`src/rtl/div_pkg.sv`:
```
// -----------------------------------------------------------------------------
// div_pkg -- shared definitions for the sequential signed divider.
//
// Contents:
//   DIV_WIDTH   : operand/result width (32)
//   DIV_CNT_W   : iteration counter width, clog2(DIV_WIDTH)+1
//   DIV_ZERO_Q  : quotient returned for a divide by zero (all ones)
//   div_state_t : controller states IDLE / CALC / FIX
// -----------------------------------------------------------------------------
package div_pkg;

    localparam int DIV_WIDTH = 32;
    localparam int DIV_CNT_W = $clog2(DIV_WIDTH) + 1;

    localparam logic [DIV_WIDTH-1:0] DIV_ZERO_Q = '1;

    typedef enum logic [1:0] {
        IDLE = 2'd0,
        CALC = 2'd1,
        FIX  = 2'd2
    } div_state_t;

endpackage

```
`src/rtl/div_step.sv`:
```
// -----------------------------------------------------------------------------
// div_step -- one combinational radix-2 restoring division step.
//
// Shifts the next dividend bit into the partial remainder and subtracts the
// divisor magnitude. A non-negative trial result is kept and yields a quotient
// bit of 1; otherwise the shifted value is restored and the quotient bit is 0.
//
// Ports:
//   p_in   in  WIDTH  partial remainder (unsigned, always < d_mag)
//   bit_in in  1      next dividend bit, MSB first
//   d_mag  in  WIDTH  divisor magnitude (unsigned)
//   p_out  out WIDTH  new partial remainder
//   q_bit  out 1      quotient bit produced by this step
// -----------------------------------------------------------------------------
module div_step #(
    parameter int WIDTH = 32
) (
    input  logic [WIDTH-1:0] p_in,
    input  logic             bit_in,
    input  logic [WIDTH-1:0] d_mag,
    output logic [WIDTH-1:0] p_out,
    output logic             q_bit
);

    logic [WIDTH:0]   shifted;
    logic [WIDTH+1:0] trial;

    // One extra bit beyond the WIDTH+1 shifted value makes the borrow visible
    // as the sign of the trial difference.
    assign shifted = {p_in, bit_in};
    assign trial   = {1'b0, shifted} - {2'b00, d_mag};

    always_comb begin
        // NOTE: every output of a combinational block gets a default first, so
        // no path leaves it unassigned and no latch is inferred.
        p_out = shifted[WIDTH-1:0];
        q_bit = 1'b0;
        if (!trial[WIDTH+1]) begin
            p_out = trial[WIDTH-1:0];
            q_bit = 1'b1;
        end
    end

endmodule

```
`src/rtl/seq_div_32bit.sv`:
```
// -----------------------------------------------------------------------------
// seq_div_32bit -- sequential signed 32-bit divider (quotient + remainder).
//
// Divides the magnitudes with one restoring step per clock, then applies the
// sign correction: the quotient is negative when the operand signs differ, and
// the remainder takes the sign of the dividend. Latency is 33 edges from the
// accepting edge to done; results hold until the next done pulse.
//
// Build option: define DIV_ZERO_FAST_EN to skip the iterations when B == 0
// (done one edge after acceptance). Results are identical either way.
//
// Ports:
//   clk         in  1      rising-edge clock
//   rst_n       in  1      asynchronous active-low reset
//   start       in  1      request, sampled only while idle
//   A           in  WIDTH  dividend, two's complement
//   B           in  WIDTH  divisor, two's complement
//   busy        out 1      high from accepting edge until results are written
//   done        out 1      one-cycle pulse, results valid from this cycle
//   Quotient    out WIDTH  signed quotient, truncated toward zero
//   Remainder   out WIDTH  signed remainder, sign of the dividend
//   div_by_zero out 1      B was zero; held until the next accepted start
// -----------------------------------------------------------------------------
module seq_div_32bit
    import div_pkg::*;
#(
    parameter int WIDTH = DIV_WIDTH
) (
    input  logic             clk,
    input  logic             rst_n,
    input  logic             start,
    input  logic [WIDTH-1:0] A,
    input  logic [WIDTH-1:0] B,
    output logic             busy,
    output logic             done,
    output logic [WIDTH-1:0] Quotient,
    output logic [WIDTH-1:0] Remainder,
    output logic             div_by_zero
);

    localparam int CNT_W = $clog2(WIDTH) + 1;

    div_state_t       state;
    logic             s_a;
    logic             s_b;
    logic             b_zero;
    logic [WIDTH-1:0] p_mag;     // partial remainder
    logic [WIDTH-1:0] q_mag;     // dividend shifting out, quotient shifting in
    logic [WIDTH-1:0] d_mag;     // divisor magnitude
    logic [CNT_W-1:0] cnt;

    logic [WIDTH-1:0] a_mag;
    logic [WIDTH-1:0] b_mag;
    logic [WIDTH-1:0] step_p;
    logic             step_q;
    logic [WIDTH-1:0] rem_mag;

    // The most negative value negates to itself, which read as unsigned is
    // exactly its magnitude 2^(WIDTH-1).
    assign a_mag = A[WIDTH-1] ? -A : A;
    assign b_mag = B[WIDTH-1] ? -B : B;

    div_step #(
        .WIDTH (WIDTH)
    ) u_step (
        .p_in   (p_mag),
        .bit_in (q_mag[WIDTH-1]),
        .d_mag  (d_mag),
        .p_out  (step_p),
        .q_bit  (step_q)
    );

    // Divide by zero must return Remainder = A. When the iterations run, a zero
    // divisor never subtracts anything, so the partial remainder ends as |A|.
    // When they are skipped, |A| is still sitting untouched in q_mag.
`ifdef DIV_ZERO_FAST_EN
    assign rem_mag = b_zero ? q_mag : p_mag;
`else
    assign rem_mag = p_mag;
`endif

    // NOTE: sequential state uses non-blocking assignments so every register
    // samples pre-edge values and the block order cannot create races.
    always_ff @(posedge clk or negedge rst_n) begin
        if (!rst_n) begin
            state       <= IDLE;
            s_a         <= 1'b0;
            s_b         <= 1'b0;
            b_zero      <= 1'b0;
            p_mag       <= '0;
            q_mag       <= '0;
            d_mag       <= '0;
            cnt         <= '0;
            busy        <= 1'b0;
            done        <= 1'b0;
            Quotient    <= '0;
            Remainder   <= '0;
            div_by_zero <= 1'b0;
        end else begin
            done <= 1'b0;
            case (state)
                IDLE: begin
                    if (start) begin
                        s_a         <= A[WIDTH-1];
                        s_b         <= B[WIDTH-1];
                        b_zero      <= (B == '0);
                        q_mag       <= a_mag;
                        d_mag       <= b_mag;
                        p_mag       <= '0;
                        cnt         <= CNT_W'(WIDTH);
                        busy        <= 1'b1;
                        div_by_zero <= 1'b0;
`ifdef DIV_ZERO_FAST_EN
                        state       <= (B == '0) ? FIX : CALC;
`else
                        state       <= CALC;
`endif
                    end
                end

                CALC: begin
                    p_mag <= step_p;
                    q_mag <= {q_mag[WIDTH-2:0], step_q};
                    cnt   <= cnt - 1'b1;
                    if (cnt == CNT_W'(1)) begin
                        state <= FIX;
                    end
                end

                FIX: begin
                    if (b_zero) begin
                        Quotient    <= DIV_ZERO_Q;
                        div_by_zero <= 1'b1;
                    end else begin
                        Quotient    <= (s_a ^ s_b) ? -q_mag : q_mag;
                    end
                    Remainder <= s_a ? -rem_mag : rem_mag;
                    done      <= 1'b1;
                    busy      <= 1'b0;
                    state     <= IDLE;
                end

                default: begin
                    state <= IDLE;
                end
            endcase
        end
    end

endmodule
```
`config.mk`:
```
export PLATFORM = sky130hd
export DESIGN_NAME = seq_div_32bit
export DESIGN_NICKNAME = d
export VERILOG_FILES = /design/src/rtl/div_pkg.sv /design/src/rtl/div_step.sv /design/src/rtl/seq_div_32bit.sv
export SDC_FILE = /design/constraint.sdc
export NUM_CORES = 1
export LEC_CHECK = 0
export ABC_AREA = 1
export CORE_MARGIN = 5
export CORE_UTILIZATION = 40
export DETAILED_ROUTE_END_ITERATION = 16
export HOLD_SLACK_MARGIN = 0.1
export PLACE_DENSITY = 0.56
export SYNTH_ARGS = -nofsm -noshare
export SYNTH_HDL_FRONTEND = slang
export SYNTH_SLANG_ARGS = --single-unit
```
`constraint.sdc`:
```
create_clock -name clk -period 2.72 [get_ports clk]
set_clock_uncertainty 0.2 [all_clocks]
set_input_delay 0.544 -clock clk [delete_from_list [all_inputs] [get_ports clk]]
set_output_delay 0.544 -clock clk [all_outputs]
set_load 0.005 [all_outputs]
```
; ---- Word level (Yosys, flattened, before mapping)
; Index checks and enable logic that the tools add are counted.
[classes]
add_sub_neg = 6
reduce_logical = 9
n_bitwise = 1
mux = 22
eq_ne = 6
[op_table]
columns = op, n
row1 = $mux 32, 8
row2 = $neg 32->32, 4
row3 = $pmux 32 s2, 2
row4 = $sub 33x32->34, 1
row5 = $logic_not 32->1, 1
row6 = $pmux 6 s2, 1
row7 = $reduce_and 2->1, 4
row8 = $eq 6x1->1 const B, 1
row9 = $mux 6, 1
row10 = $ne 2x2->1 const B, 3
row11 = $sub 6x1->6 const B, 1
row12 = $mux 1, 5
row13 = $mux 2, 2
row14 = $pmux 1 s2, 2
row15 = $pmux 2 s2, 1
row16 = $reduce_bool 2->1, 2
row17 = $reduce_and 3->1, 1
row18 = $eq 2x1->1 const B, 1
row19 = $eq 2x2->1 const B, 1
row20 = $logic_not 2->1, 1
row21 = $xor 1x1->1, 1
[totals]
input_bits = 67
ff_bits = 174

; ---- Logic depth before layout (Yosys ltp)
; Gate-level depths: netlist of run 1.
[depth]
depth_word = 4
depth_mapped = 16
ltp_nobuf = 16

; ---- By module
; From an unflattened synthesis of run 1, not the netlist that was laid out.
[unflattened]
cells_unflattened = 2088
area_unflattened_um2 = 13415.4
[by_module_without_submodules]
columns = mod, area_each_um2, cells_per_inst, n_inst, seq_area_each_um2
row1 = seq_div_32bit, 10289.9, 1449, 1, 4354.2
row2 = div_step, 3125.5, 639, 1, 0.0

; ---- Worst setup path after synthesis of run 1
; No wires, ideal clock.
[synth_path]
path_kind = register to register
start = register q_mag[31]
end = register p_mag[28]
required_time_ns = 2.404
n_path_buf = 0
period_less_slack_ns = 2.221
t_arrival_ns = 1.905
path_stages_with_launch = 17
slack_ns = 0.499
setup_time_ns = 0.116
path_cell_list = dfrtp_1 inv_1 ha_1 inv_1 fa_1 nand3_1 nand3_1 nand2_1 nand2_1 nand2_1 nand2_1 nand2_1 nand2_1 nand2_1 nand3_2 nand2_1 nand2_1
[synth_between]
elab_chain_len = 3
[synth_lines]
columns = item, line
row1 = "start, declared", seq_div_32bit.sv:48  ; logic [WIDTH-1:0] q_mag;
row2 = "start signal, assigned", seq_div_32bit.sv:107  ; q_mag <= a_mag;
row3 = "start signal, assigned", seq_div_32bit.sv:123  ; q_mag <= {q_mag[WIDTH-2:0], step_q};
row4 = $sub 33x32->34, div_step.sv:31  ; assign trial = {1'b0, shifted} - {2'b00, d_mag};
row5 = $mux 32, div_step.sv:38  ; if (!trial[WIDTH+1]) begin
row6 = $pmux 32 s2, seq_div_32bit.sv:101  ; case (state)
row7 = "end signal, assigned", seq_div_32bit.sv:122  ; p_mag <= step_p;
row8 = "end, declared", seq_div_32bit.sv:47  ; logic [WIDTH-1:0] p_mag;
; Every way passes these cells.
; A chain may end at the register's enable or synchronous reset.

; ---- Worst setup path in the final report of run 1
[layout_path]
start = register p_mag[20]
end = register p_mag[26]
[layout_between]
elab_chain_len = 3
[layout_lines]
columns = item, line
row1 = $sub 33x32->34, div_step.sv:31
row2 = $mux 32, div_step.sv:38
row3 = $pmux 32 s2, seq_div_32bit.sv:101
; Every way passes these cells.

==> results of run 1 <==
## what timing repair did
item / 4_1_cts / 5_1_grt
hold buffers: 1 / 0
hold endpoints to repair: 41 / 0
setup endpoints to repair: 0 / 16
gates resized for setup: 0 / 6
## metal layers
metal / up-vias / GRT usage / share of wire
li1: 6842 / - / -
met1: 6116 / 0.382 / 0.54
met2: 356 / 0.321 / 0.39
met3: 41 / 0.0256 / 0.050
met4: 0 / 0.0517 / 0.014
met5: - / 0 / 0
## critical path, cell delays in order, from the launching register on
cell     delay, ns
dfrtp_1       0.50
ha_2          0.44
nand2_1       0.12
nor2_2        0.16
inv_1         0.09
nor3_2        0.25
nand2_4       0.09
nand2_4       0.19
nand2_2       0.17
nand2_1       0.15
nand2_1       0.06
nand2_1       0.05
## worst paths after layout
| check | depth (start not counted) | start | endpoint |
|---|---|---|---|
| max | 11 | p_mag[20] | p_mag[26] |
| min | 2 | Remainder[25] | Remainder[25] |
| max reg2reg | 11 | p_mag[20] | p_mag[26] |
| min reg2reg | 2 | Remainder[25] | Remainder[25] |
| max in group asynchronous | 3 | rst_n | Quotient[18] |
| min in group asynchronous | 2 | rst_n | d_mag[5] |
## sequential cells by signal, indices dropped and copies added, names as in the netlist, 2 cells and up
| signal | flops |
|---|---|
| cnt | 6 |
| Quotient | 32 |
| d_mag | 32 |
| state | 2 |
| p_mag | 32 |
| Remainder | 32 |
| q_mag | 32 |
## layout make-up
type,count,area (um2)
Tap cell,442,553
Clock buffer,17,425
Sequential cell,174,4350
Inverter,318,1190
Fill cell,3372,16400
Timing Repair Buffer,200,1930
Multi-Input combinational cell,1500,7390
Clock inverter,15,196
## cells by family after synthesis
logic type / after synthesis
compound gates: 227
buf+inv: 378
mux: 1
flops: 174
xor+xnor: 64
simple gates: 1169
fa+ha+maj: 39
## cell usage in the layout (no fill, tap or decap), types with 10 or more instances in the layout
| cell | count |
|---|---|
| a21oi_1 | 30 |
| a22oi_1 | 28 |
| a31oi_1 | 19 |
| buf_4 | 59 |
| clkbuf_16 | 17 |
| clkdlybuf4s50_1 | 132 |
| dfrtp_1 | 174 |
| ha_1 | 34 |
| inv_1 | 308 |
| nand2_1 | 657 |
| nand3_1 | 203 |
| nand3b_1 | 15 |
| nand4_1 | 24 |
| nor2_1 | 198 |
| nor3_1 | 22 |
| o21ai_0 | 115 |
| o22ai_1 | 10 |
| xnor2_1 | 20 |
| xor2_1 | 44 |
## power by group through the flow
stage	sequential, mW	combinational, mW	clock (mW)
floorplan	4.57	9.04	0
global placement	4.92	13.0	0
detailed placement	4.95	13.1	0
CTS	4.91	13.2	2.66
global route	5.08	15.2	2.76
finish	4.96	13.3	2.60
==> flow_metrics.env, run 1 <==
export IMPL_outcome="finished, final reports clean"
export IMPL_die_area_um2=36600
export IMPL_maxSlewHeadroom=0.617
export IMPL_yosysUniqueCellTypes=47
export IMPL_wl_per_cell_um=15.8
export IMPL_maxCapViolations=0
export IMPL_clock_sinks=174
export IMPL_synth_seq_cells=174
export IMPL_syn_nets=2158
export IMPL_place_ws_ns=0.0266
export IMPL_cp_end_kind="flip-flop"
export IMPL_dp_cells=2633
export IMPL_cp_arrival_ns=2.72
export IMPL_syn2layout_area_growth_pct=22.0
export IMPL_final_area_um2=16000
export IMPL_postCtsSetupBuffers=0
export IMPL_dr_pass1_iters=5
export IMPL_vdd_drop_max_mv=0.639
export IMPL_p_seq_frac=0.238
export IMPL_whs_ns=0.280
export IMPL_route_detailed_drc=0
export IMPL_combPwrFrac=0.638
export IMPL_clk_pin_slew_worst_paths_ns=0.08
export IMPL_syn_inst=2052
export IMPL_synth_area_top_cells="dfrtp_1, nand2_1, inv_1"
export IMPL_synth_top_area_frac=0.331
export IMPL_drt_iter0_drc=973
export IMPL_worstPathRequired_ns=2.91
export IMPL_finalNonFillerCells=2666
export IMPL_htree_levels=4
export IMPL_rows=66
export IMPL_rsz0062_at_grt="false"
export IMPL_swShare=0.508
export IMPL_syn_cell_area_um2=13100
export IMPL_setup_tns_ns=0
export IMPL_routabilityCongestion=1.00
export IMPL_dp_hpwl_um=33500
export IMPL_crit_fanout=15
export IMPL_grt_max_degree=63
export IMPL_die_h_um=191
export IMPL_synth_xor_area_frac=0.0426
export IMPL_final_util=0.494
export IMPL_vias=13400
export IMPL_placed_cell_area_um2=15400
export IMPL_min_period_ns=2.53
export IMPL_worstSetupPathType="reg2reg"
export IMPL_drive_above_1_share=0.0697
export IMPL_yosys_area_share_simple=0.377
export IMPL_synthAdderAreaFrac=0.0377
export IMPL_start_util=0.405
export IMPL_ys_warn_count=0
export IMPL_core_area_um2=32500
export IMPL_tritoncts="built"
export IMPL_p_leak_nw=7.97
export IMPL_routed_wl_um=42100
export IMPL_max_freq_mhz=395
export IMPL_grt_pass1_vias=12400
export IMPL_p_per_area_nw_per_um2=1300
export IMPL_hold_class="reg2reg"
export IMPL_root_buffer="clkbuf_16"
export IMPL_total_power_mw=20.9
export IMPL_ys_seq_area_frac=0.331
export IMPL_setup_viol=0
export IMPL_synth_top_family_by_area="simple AND/OR/NAND/NOR gates"
export IMPL_grtUsageTotal=0.232
export IMPL_maxSlewViolCount=0
export IMPL_antenna_found_initial=0
export IMPL_p_int_mw=10.3
export IMPL_muxShareOfSynthArea=0.000761
export IMPL_finalCritPeriodShare=0.930
export IMPL_port_buffers=133
export IMPL_tightestPinTransition_ns=0.574
export IMPL_io_pins=134
export IMPL_yosys_area_top_type="dfrtp_1"
export IMPL_ys_flop_type="dfrtp_1"
export IMPL_clk_insertion_delay_late_ns=0.45
export IMPL_synth_compound_area_frac=0.0996
export IMPL_cp_start_kind="flip-flop"
export IMPL_grt_pass1_wl_um=67400
export IMPL_die_x_um=191
export IMPL_async_flop_share=1.00
export IMPL_cts_buffers=17
export IMPL_cts_buffer_depth=2
export IMPL_yosysMostFrequentCell="nand2_1"
export IMPL_hold_viol=0
export IMPL_grt_overflow_total=0
export IMPL_via_per_inst=5.01
export IMPL_r2r_slack_ns=0.19
export IMPL_p_sw_mw=10.6
export IMPL_avgSynthCellArea_um2=6.41
export IMPL_synthTopCellsByCount="nand2_1, inv_1, nand3_1"
export IMPL_drtAntennaViolNets=0
export IMPL_synth_edf_count=0
export IMPL_fin_nets=2317
export IMPL_clockPowerShare=0.125
export IMPL_setup_ws_ns=0.191
export IMPL_diodes=0
(Power assumes the default switching activity.)
==> run 2, diff against run 1 <==
Settings changed: CAP_MARGIN set to 20.
Clock period 2.72 ns to 3.1 ns, I/O delays scaled along.
==> flow_metrics.env, run 2 (synthesis results as in run 1) <==
export IMPL_outcome="finished, final reports clean"
export IMPL_min_period_ns=2.68
export IMPL_max_freq_mhz=373
export IMPL_root_buffer="clkbuf_16"
export IMPL_die_h_um=191
export IMPL_grt_overflow_total=0
export IMPL_worstPathRequired_ns=3.24
export IMPL_diodes=0
export IMPL_drtAntennaViolNets=0
export IMPL_clk_insertion_delay_late_ns=0.46
export IMPL_critical_path_top_delay_family="simple AND/OR/NAND/NOR gates"
export IMPL_htree_levels=4
export IMPL_hold_class="reg2reg"
export IMPL_hold_viol=0
export IMPL_syn2layout_area_growth_pct=19.7
export IMPL_finalNonFillerCells=2636
export IMPL_finalCritPeriodShare=0.865
export IMPL_n_fill_cell=3408
export IMPL_reg2reg_from="p_mag[5]"
export IMPL_die_x_um=191
export IMPL_maxSlewViolCount=0
export IMPL_vdd_drop_max_mv=0.594
export IMPL_endpoint="p_mag[14]"
export IMPL_place_ws_ns=0.0985
export IMPL_routabilityCongestion=0.925
export IMPL_fin_nets=2287
export IMPL_crit_path_start="p_mag[5]"
export IMPL_tritoncts="built"
export IMPL_cp_end_kind="flip-flop"
export IMPL_setup_viol=0
export IMPL_io_pins=134
export IMPL_cpMaxStageDelayCell="dfrtp_1"
export IMPL_start_util=0.405
export IMPL_clock_sinks=174
export IMPL_rows=66
export IMPL_most_common_layout_cells="nand2_1, inv_1, nand3_1, nor2_1, dfrtp_1"
export IMPL_layout_commonest_cell="nand2_1"
export IMPL_dr_pass1_iters=6
export IMPL_vias=13200
export IMPL_maxCapViolations=0
export IMPL_antenna_found_initial=0
export IMPL_wl_per_cell_um=16.0
export IMPL_r2r_cells=14
export IMPL_p_leak_nw=7.82
export IMPL_cp_start_kind="flip-flop"
export IMPL_crit_buf_inv=2
export IMPL_port_buffers=133
export IMPL_maxSlewHeadroom=0.551
export IMPL_drive_above_1_share=0.0547
export IMPL_routed_wl_um=42100
export IMPL_crit_fanout=25
export IMPL_seq_area_um2=4350
export IMPL_cp_arrival_ns=2.82
export IMPL_final_util=0.485
export IMPL_cpPeakStageDelay_ns=0.50
export IMPL_route_detailed_drc=0
export IMPL_cp_depth=14
export IMPL_grt_pass1_vias=12300
export IMPL_core_area_um2=32500
export IMPL_grtUsageTotal=0.233
export IMPL_clk_pin_slew_worst_paths_ns=0.08
export IMPL_die_area_um2=36600
export IMPL_setup_tns_ns=0
export IMPL_cpMostUsedCell="nand2_1"
export IMPL_grt_max_degree=65
export IMPL_p_per_area_nw_per_um2=1140
export IMPL_setup_ws_ns=0.418
export IMPL_worstSetupPathType="reg2reg"
export IMPL_reg2reg_to="p_mag[14]"
export IMPL_rsz0062_at_grt="false"
export IMPL_path_cells="ha_1, nand2_1, nand2_1, nand2_1, nand2_1, inv_1, nand3_2, nand2_2, nand2_2, nand2_4, buf_4, nand3_1, nand3_1, nand2_1"
export IMPL_cts_resized=0
export IMPL_via_per_inst=5.01
export IMPL_multi_input_area_um2=7350
export IMPL_dp_hpwl_um=33400
export IMPL_r2r_slack_ns=0.42
export IMPL_drt_iter0_drc=978
export IMPL_dp_cells=2603
export IMPL_tightestPinTransition_ns=0.673
export IMPL_cts_buffer_depth=2
export IMPL_grt_pass1_wl_um=67600
export IMPL_cts_buffers=17
run 2: cell types whose count changed in the layout (fill, tap and decap cells not counted), sizes merged:
cell,delta
buf,-30
run 2: timing repair:
item,in CTS,in global routing
hold buffers,1,0
setup endpoints to repair,0,0
hold endpoints to repair,60,0
buffers inserted,0,0
run 2: layer usage:
metal / GRT usage / up-vias / part of all wire
met5: 0 / - / 0
met4: 0.0528 / 0 / 0.014
met3: 0.0334 / 36 / 0.060
met2: 0.320 / 392 / 0.39
met1: 0.380 / 6008 / 0.53
li1: - / 6771 / -
run 2: how the worst min path moves through the flow:
stage | from | end | depth (start not counted)
finish | Remainder[28] | Remainder[28] | 2
global route | Remainder[11] | Remainder[11] | 2
CTS | Remainder[28] | Remainder[28] | 2
detailed placement | Remainder[28] | Remainder[28] | 2
global placement | Remainder[30] | Remainder[30] | 2
floorplan | rst_n | Quotient[0] | 0
run 2: final cells by class:
class	instances	area share
multi-input cells	1500	0.467
flip-flops and latches	174	0.277
repair buffers	170	0.106
inverters	318	0.0758
well taps	442	0.0351
clock buffers	17	0.0270
clock inverters	15	0.0123
run 2: where the power goes:
| group | internal, mW | switching (mW) |
|---|---|---|
| Combinational | 4.22 | 7.02 |
| Clock | 1.17 | 1.15 |
| Sequential | 3.28 | 1.14 |
run 2: stage by stage:
stage	power, mW	cell area, um2	hold WS [ns]
after global routing	19.8	15700	0.312
after floorplan	11.9	13100	0.124
after detailed placement	15.6	15100	0.265
after CTS	18.0	15700	0.285
final	18.0	15700	0.278
after global placement	15.5	15100	0.265
run 2: worst register-to-register path, delay by kind of cell, from the launching register on:
kind	cells	cell delay [ns]
flops	1	0.50
fa+ha+maj	1	0.43
simple gates	11	1.12
buf+inv	2	0.33
==> run 3, diff against run 2 <==
Settings changed: ABC_AREA 1 to unset, PLACE_DENSITY 0.56 to 0.57.
==> flow_metrics.env, run 3 <==
export IMPL_setup_tns_ns=-2.14
export IMPL_worstSetupPathType="reg2reg"
export IMPL_whs_path_depth=2
export IMPL_antenna_found_initial=0
export IMPL_cts_buffers=17
export IMPL_setup_ws_ns=-0.376
export IMPL_hold_path_startpoint="Remainder[18]"
export IMPL_tritoncts="built"
export IMPL_most_common_layout_cells="buf_4, dfrtp_1, nand2_1, o21ai_0, clkdlybuf4s50_1"
export IMPL_swShare=0.431
export IMPL_reg2reg_from="p_mag[10]"
export IMPL_final_area_um2=15100
export IMPL_cp_start_kind="flip-flop"
export IMPL_wl_per_cell_um=16.3
export IMPL_cp_end_kind="flip-flop"
export IMPL_drtAntennaViolNets=0
export IMPL_max_freq_mhz=288
export IMPL_ys_warn_count=0
export IMPL_cts_buffer_depth=2
export IMPL_met2_length_um=13200
export IMPL_place_ws_ns=-0.628
export IMPL_grt_pass1_vias=9864
export IMPL_setup_viol=8
export IMPL_synth_seq_cells=174
export IMPL_p_seq_frac=0.235
export IMPL_async_flop_share=1.00
export IMPL_maxCapViolations=0
export IMPL_crit_fanout=3
export IMPL_tightestPinTransition_ns=0.826
export IMPL_grt_overflow_total=0
export IMPL_dp_hpwl_um=23500
export IMPL_r2r_slack_ns=-0.38
export IMPL_min_to="Remainder[18]"
export IMPL_maxSlewViolCount=0
export IMPL_htree_levels=4
export IMPL_grt_pass1_wl_um=51200
export IMPL_core_area_um2=26900
export IMPL_hold_viol=0
export IMPL_io_pins=134
export IMPL_grtUsageTotal=0.203
export IMPL_diodes=0
export IMPL_vias=10200
export IMPL_yosysMostFrequentCell="dfrtp_1"
export IMPL_syn_inst=1257
export IMPL_routed_wl_um=31100
export IMPL_die_h_um=175
export IMPL_clk_insertion_delay_late_ns=0.44
export IMPL_route_detailed_drc=0
export IMPL_p_leak_nw=6.65
export IMPL_ys_flop_type="dfrtp_1"
export IMPL_whs_ns=0.280
export IMPL_outcome="complete, but fails checks"
export IMPL_r2r_cells=9
export IMPL_p_sw_mw=7.45
export IMPL_finalCritPeriodShare=1.12
export IMPL_fin_nets=1657
export IMPL_ys_seq_area_frac=0.399
export IMPL_synth_edf_count=0
export IMPL_cp_arrival_ns=3.57
export IMPL_rows=60
export IMPL_wl_met1_um=16200
export IMPL_wl_met3_um=1310
export IMPL_root_buffer="clkbuf_16"
export IMPL_synth_top_area_frac=0.399
export IMPL_reg2reg_to="Remainder[31]"
export IMPL_via_per_inst=5.33
export IMPL_clk_pin_slew_worst_paths_ns=0.07
export IMPL_layout_commonest_cell="buf_4"
export IMPL_yosysUniqueCellTypes=62
export IMPL_violations="negative setup slack"
export IMPL_maxSlewHeadroom=0.444
export IMPL_dr_pass1_iters=5
export IMPL_vdd_drop_max_mv=0.442
export IMPL_routabilityCongestion=0.905
export IMPL_die_x_um=175
export IMPL_avgSynthCellArea_um2=8.67
export IMPL_drt_iter0_drc=693
export IMPL_start_util=0.406
export IMPL_die_area_um2=30700
export IMPL_grt_max_degree=68
export IMPL_total_power_mw=17.3
export IMPL_syn2layout_area_growth_pct=38.9
export IMPL_min_period_ns=3.48
export IMPL_synthTopCellsByCount="dfrtp_1, nand2_1, o21ai_0"
export IMPL_yosys_area_top_type="dfrtp_1"
export IMPL_drive_above_1_share=0.204
export IMPL_clockPowerShare=0.125
export IMPL_top_layer="met4"
export IMPL_hold_class="reg2reg"
export IMPL_combPwrFrac=0.640
export IMPL_clock_sinks=174
export IMPL_synth_area_top_cells="dfrtp_1, xor2_1, o21ai_0"
export IMPL_syn_nets=1363
export IMPL_p_per_area_nw_per_um2=1140
export IMPL_worstPathRequired_ns=3.20
export IMPL_placed_cell_area_um2=13900
export IMPL_syn_cell_area_um2=10900
export IMPL_rsz0062_at_grt="true"
export IMPL_port_buffers=133
export IMPL_p_int_mw=9.85
## run 3: per-layer routing
| layer | vias to the layer above | GRT usage |
|---|---|---|
| li1 | 5063 | - |
| met1 | 4866 | 0.309 |
| met2 | 201 | 0.300 |
| met3 | 32 | 0.0327 |
| met4 | 0 | 0.0484 |
| met5 | - | 0 |
## run 3: area by class of cell
class                   instances  area (um2)
fillers                      2465       11700
multi-input cells             962        6590
flip-flops and latches        174        4360
repair buffers                339        2970
clock buffers                  18         439
well taps                     341         427
inverters                      57         214
clock inverters                14         149
## run 3: power groups by stage
stage | Clock, mW | Combinational (mW) | Sequential (mW)
after floorplan | 0 | 6.20 | 4.03
after global placement | 0 | 9.95 | 4.03
after detailed placement | 0 | 10.1 | 4.06
after CTS | 2.22 | 10.5 | 4.03
after global routing | 2.31 | 12.3 | 4.19
final | 2.17 | 11.1 | 4.07
## run 3: worst max-delay path by stage
stage | to | slack (ns) | startpoint
after floorplan | Remainder[29] | -0.32 | p_mag[10]
after CTS | Remainder[31] | -0.40 | p_mag[10]
after global placement | d_mag[30] | -0.63 | B[8]
final | Remainder[31] | -0.38 | p_mag[10]
after detailed placement | d_mag[30] | -0.63 | B[8]
after global routing | Remainder[31] | -0.52 | p_mag[10]
## run 3: stage by stage
step	util	instances
2_1_floorplan	-	1257
3_3_place_gp	0.518	1855
3_5_place_dp	0.518	1855
4_1_cts	0.549	1896
5_1_grt	0.564	1905
6_report	0.564	1905
## run 3: critical path: stages, from the launching register on
cell and delay, ns:
dfrtp_1 0.38, or4_4 0.55, nor4_4 0.18, or3b_4 0.42, or3_4 0.37, or4_4 0.43
or3_4 0.39, o31ai_4 0.18, xor2_1 0.17, o21ai_1 0.07
## run 3: repair_timing
action                                  in CTS  in global routing
gates resized for setup                     42                 65
cloned                                       0                  0
setup buffers                                9                 12
endpoints found under the setup margin      54                 67
hold buffers                                 1                  0
pin swaps                                   17                 43
hold endpoints to repair                    47                  0
## run 3: cells by family after synthesis
group,Yosys count,share of synthesized area
fa+ha+maj,39,0.0454
mux,29,0.0266
simple gates,356,0.152
flops,174,0.399
compound gates,394,0.219
buf+inv,121,0.0420
xor+xnor,144,0.116
